$ cat src/rtl/sub_intn_seq_pkg.sv
// Shared definitions for the chunked sequential subtractor: mode encoding and FSM states.
package sub_intn_seq_pkg;

  localparam logic [1:0] SUB_WRAP = 2'd0;
  localparam logic [1:0] SUB_USAT = 2'd1;
  localparam logic [1:0] SUB_SSAT = 2'd2;

  typedef enum logic [1:0] {
    ST_IDLE = 2'd0,
    ST_RUN  = 2'd1,
    ST_DONE = 2'd2
  } sub_state_t;

endpackage

$ cat src/rtl/sub_intn_seq_chunk.sv
// Combinational CHUNK-bit subtractor slice with borrow-in and borrow-out.
module sub_chunk #(
  parameter int CHUNK = 2
) (
  input  logic [CHUNK-1:0] a,
  input  logic [CHUNK-1:0] b,
  input  logic             b_in,
  output logic [CHUNK-1:0] d,
  output logic             b_out
);

  // One extra bit on top catches the borrow as the sign of the widened difference.
  always_comb begin
    {b_out, d} = {1'b0, a} - {1'b0, b} - (CHUNK + 1)'(b_in);
  end

endmodule

$ cat src/rtl/sub_intn_seq.sv
// Multi-cycle subtractor: D = A - B one CHUNK-bit slice per clock, LSB first,
// with a registered borrow and wrap / unsigned-saturate / signed-saturate output.
module sub_intn_seq
  import sub_intn_seq_pkg::*;
#(
  parameter int WIDTH = 8,
  parameter int CHUNK = 2
) (
  input  logic             clk,
  input  logic             rst,
  input  logic             in_valid,
  output logic             in_ready,
  input  logic [WIDTH-1:0] A,
  input  logic [WIDTH-1:0] B,
  input  logic [1:0]       mode,
  output logic             out_valid,
  input  logic             out_ready,
  output logic [WIDTH-1:0] Sub,
  output logic             borrow,
  output logic             ovf
);

  localparam int NCHUNK = WIDTH / CHUNK;
  localparam int CNT_W  = (NCHUNK > 1) ? $clog2(NCHUNK) : 1;
  localparam logic [CNT_W-1:0] CNT_LAST = CNT_W'(NCHUNK - 1);
  localparam logic [WIDTH-1:0] SMIN = {1'b1, {(WIDTH-1){1'b0}}};
  localparam logic [WIDTH-1:0] SMAX = {1'b0, {(WIDTH-1){1'b1}}};

  sub_state_t       state_reg;
  logic [CNT_W-1:0] cnt_reg;
  logic [WIDTH-1:0] a_reg;
  logic [WIDTH-1:0] b_reg;
  logic [WIDTH-1:0] res_reg;
  logic             bor_reg;
  logic [1:0]       mode_reg;
  logic             a_msb_reg;
  logic             b_msb_reg;

  logic [CHUNK-1:0] d_slice;
  logic             b_out;
  logic [WIDTH-1:0] res_next;
  logic             fin_ovf;
  logic [WIDTH-1:0] fin_sub;

  // Single slice subtractor, fed each cycle with the low bits of the shift registers.
  sub_chunk #(.CHUNK(CHUNK)) u_chunk (
    .a     (a_reg[CHUNK-1:0]),
    .b     (b_reg[CHUNK-1:0]),
    .b_in  (bor_reg),
    .d     (d_slice),
    .b_out (b_out)
  );

  // Next partial result and, on the last slice, the flags and mode-selected output.
  always_comb begin
    res_next = WIDTH'({d_slice, res_reg} >> CHUNK);
    fin_ovf  = (a_msb_reg != b_msb_reg) && (res_next[WIDTH-1] != a_msb_reg);
    case (mode_reg)
      SUB_WRAP: fin_sub = res_next;
      SUB_USAT: fin_sub = b_out ? '0 : res_next;
      SUB_SSAT: fin_sub = fin_ovf ? (a_msb_reg ? SMIN : SMAX) : res_next;
      default:  fin_sub = res_next;
    endcase
  end

  // Control FSM with shift registers and registered handshake/result outputs.
  always_ff @(posedge clk) begin
    if (rst) begin
      state_reg <= ST_IDLE;
      cnt_reg   <= '0;
      a_reg     <= '0;
      b_reg     <= '0;
      res_reg   <= '0;
      bor_reg   <= 1'b0;
      mode_reg  <= '0;
      a_msb_reg <= 1'b0;
      b_msb_reg <= 1'b0;
      in_ready  <= 1'b1;
      out_valid <= 1'b0;
      Sub       <= '0;
      borrow    <= 1'b0;
      ovf       <= 1'b0;
    end else begin
      case (state_reg)
        ST_IDLE: begin
          if (in_valid) begin
            a_reg     <= A;
            b_reg     <= B;
            mode_reg  <= mode;
            a_msb_reg <= A[WIDTH-1];
            b_msb_reg <= B[WIDTH-1];
            res_reg   <= '0;
            bor_reg   <= 1'b0;
            cnt_reg   <= '0;
            in_ready  <= 1'b0;
            state_reg <= ST_RUN;
          end
        end
        ST_RUN: begin
          a_reg   <= a_reg >> CHUNK;
          b_reg   <= b_reg >> CHUNK;
          res_reg <= res_next;
          bor_reg <= b_out;
          cnt_reg <= cnt_reg + CNT_W'(1);
          if (cnt_reg == CNT_LAST) begin
            Sub       <= fin_sub;
            borrow    <= b_out;
            ovf       <= fin_ovf;
            out_valid <= 1'b1;
            state_reg <= ST_DONE;
          end
        end
        ST_DONE: begin
          if (out_ready) begin
            out_valid <= 1'b0;
            in_ready  <= 1'b1;
            state_reg <= ST_IDLE;
          end
        end
        default: begin
          state_reg <= ST_IDLE;
        end
      endcase
    end
  end

endmodule

$ cat config.mk
export PLATFORM = sky130hd
export DESIGN_NAME = sub_intn_seq
export DESIGN_NICKNAME = d
export VERILOG_FILES = /design/src/rtl/sub_intn_seq_pkg.sv /design/src/rtl/sub_intn_seq_chunk.sv /design/src/rtl/sub_intn_seq.sv
export SDC_FILE = /design/constraint.sdc
export NUM_CORES = 1
export LEC_CHECK = 0
export BUFFER_PORTS_ARGS = -buffer_cell sky130_fd_sc_hd__buf_2
export CAP_MARGIN = 40
export CORE_MARGIN = 3
export CORE_UTILIZATION = 45
export DETAILED_ROUTE_END_ITERATION = 12
export HOLD_SLACK_MARGIN = 0.05
export PLACE_DENSITY = 0.66
export SYNTH_ARGS = -nofsm -noshare
export SYNTH_HDL_FRONTEND = slang
export SYNTH_HIERARCHICAL = 1
export SYNTH_SLANG_ARGS = --single-unit
$ cat constraint.sdc
create_clock -name clk -period 5.6 [get_ports clk]
set_input_delay 0 -clock clk [delete_from_list [all_inputs] [get_ports clk]]
set_output_delay 0 -clock clk [all_outputs]
set_load 0.02 [all_outputs]
==> run metrics <==
number of flops mapped to enable cells by yosys 0; DRT iter0 DRCs 90; post-synth top area share between 40% and 50%; Net Switching 193 uW; first drt pass iteration count 4; part of the cycle the worst path needs around 43%; pin count of the biggest net entering global routing 40; Pint around 490 uW; synthesis-to-finish area growth 22.6%; total power just under 700 uW; Leak between 1 and 1.5 nW; IO Pins 34; Row Count 23; GPL Wtd Cong 0.789; Post-Route WL about 4500 um; htree depth 2; CP Class register to register; HPWL Detailed roughly 2900 um; Warnings, synthesis 6; Main synth FF type dfxtp_1; fillcell total ~390; power density over the cells around 280 nW/um^2; Via density around 5.3; RSZ-0062 raised after global routing no; CTS Buf Count 5; Avg Cell Area, Syn 8.17 sq um; clock-pin slew of the registers on the worst-case setup and hold paths approximately 0.080 ns; CTS tree done; initial core utilization about half; Comb pwr share between 10% and 20%; minimum clock period about 2.4 ns; Seq pwr share slightly below 50%; Rel. slew slack 46.2%; Yosys reg bits 43; Area contributors post-synth dfxtp_1 (42%), nand2_1 (8.9%), a21oi_1 (6.6%); endpoints failing hold 0; latest clock arrival within the worst-skew pair a little under 0.3 ns; share of layout cells above drive strength 1 a little under a fifth; CP Launch Type register; Die ar. 5360 sq um; Synth area leader dfxtp_1; initial antenna violation count 0; clk root buf clkbuf_8; async set or reset register ratio after synthesis 0%; gr usage total roughly 18%; Max Cap Viol 0; Final setup viols 0; Residual DRC 0; Crit path required time 5.84 ns; IO buf count 33; CTS max path bufs 2; ant diodes 0; Critical Path AT roughly 2.7 ns; vias in the first global route approximately 1,600; GRT overflow 0; CP max FO 9; Peak VDD IR between 0.15 and 0.2 mV; Worst-Margin Slew around 0.8 ns; Core Box Area about 4200 sq um; layout net count 319; Clock Power Share 31.1%; outcome completed; Slew Viols, Final 0; vias between 1,500 and 2,000; r2r setup slk around 3.2 ns; switching share of power 28.1%; Die Span Y around 73 um; Post CTS Setup Buffer Count 0; ANT nets after route 0; setup tns final 0 ns; wire per inst 13.1 um; Post-Syn Nets ~280; die width roughly 73 um; clock sinks 43; Setup Skew about 0.0033 ns; Syn Inst Count roughly 250; Worst Hold Class primary input to register; Mapped Area just over 2000 sq um; sequential area share after synthesis ~42%; first-pass GRT wire length roughly 7600 um; Distinct cells, synth 35; Max Clock Freq around 420 MHz; crit end category register
[placed cells by master, fill, tap and decap left out, types with 4 or more instances in the layout]
cell type / count
nand2b_1: 4
buf_2: 33
inv_1: 8
dfxtp_1: 43
dlygate4sd3_1: 19
nand3_1: 8
nand2_1: 48
nor2_1: 34
a22o_1: 6
a21oi_1: 27
clkbuf_8: 7
a311oi_2: 8
o31ai_1: 7
o21ai_0: 8
a311oi_1: 6
[metal layers]
metal | vias to the layer above | GRT usage, % | routed length [um]
met5 | - | 0 | 0
met4 | 0 | 6.76 | 59
met1 | 821 | 25.4 | 2240
li1 | 940 | - | -
met3 | 7 | 3.31 | 174
met2 | 37 | 27.5 | 2020
[worst max-delay path, stage by stage, from the launching register on]
cell,delay [ns]
dfxtp_1,0.33
inv_1,0.05
fa_1,0.37
inv_1,0.07
fa_1,0.40
inv_1,0.19
nor2b_1,0.45
nor2_1,0.08
o31ai_1,0.25
a22o_1,0.15
[power by group through the flow]
stage,sequential [mW],combinational (mW),clock (mW)
final,0.337,0.136,0.213
after global routing,0.339,0.154,0.234
after CTS,0.337,0.136,0.222
after detailed placement,0.344,0.125,0
after global placement,0.343,0.120,0
after floorplan,0.340,0.104,0
[stage by stage]
stage / hold slack [ns] / instances / cell area (sq um) / utilization [%] / setup slack [ns]
after detailed placement: 0.267 / 316 / 2200 / 52.8 / 3.23
after global placement: 0.247 / 314 / 2170 / 52.1 / 3.24
after global routing: 0.116 / 343 / 2490 / 59.7 / 3.00
after CTS: 0.0836 / 343 / 2490 / 59.7 / 3.21
after floorplan: 0.136 / 249 / 2030 / - / 3.41
final: 0.0870 / 343 / 2490 / 59.7 / 3.19
[Yosys cell counts (all sizes together) (3+ instances only)]
cell type / count
a21oi: 27
a22o: 6
a311oi: 14
buf: 10
clkbuf: 8
dfxtp: 43
ha: 3
inv: 8
nand2: 49
nand2b: 4
nand3: 8
nor2: 35
nor2b: 4
o21ai: 8
o31ai: 7
[logic make-up after synthesis]
logic type	share of synthesized area (%)
compound gates	24.1
fa+ha+maj	3.82
buf+inv	5.85
flops	42.3
simple gates	23.9
[worst paths after layout]
kind / from / endpoint / cells past startpoint
worst max-delay path: b_reg[0] / Sub[2] / 9
worst min-delay path: in_valid / in_ready / 4
worst max register to register: b_reg[0] / Sub[2] / 9
worst min register to register: a_reg[7] / a_reg[7] / 2
[cell type report]
| type | instances | area (sq um) | area share (%) |
|---|---|---|---|
| inverters | 8 | 30.0 | 1.20 |
| flip-flops and latches | 43 | 861 | 34.5 |
| multi-input cells | 180 | 1050 | 42.3 |
| repair buffers | 54 | 385 | 15.5 |
| well taps | 50 | 62.6 | 2.51 |
| clock buffers | 8 | 100 | 4.02 |
[what timing repair did]
action,in CTS,in global routing
resized for setup,0,0
hold buffers,19,0
hold endpoints to repair,21,0
endpoints found under the setup margin,0,0
Power figures use the tool's default switching activity.
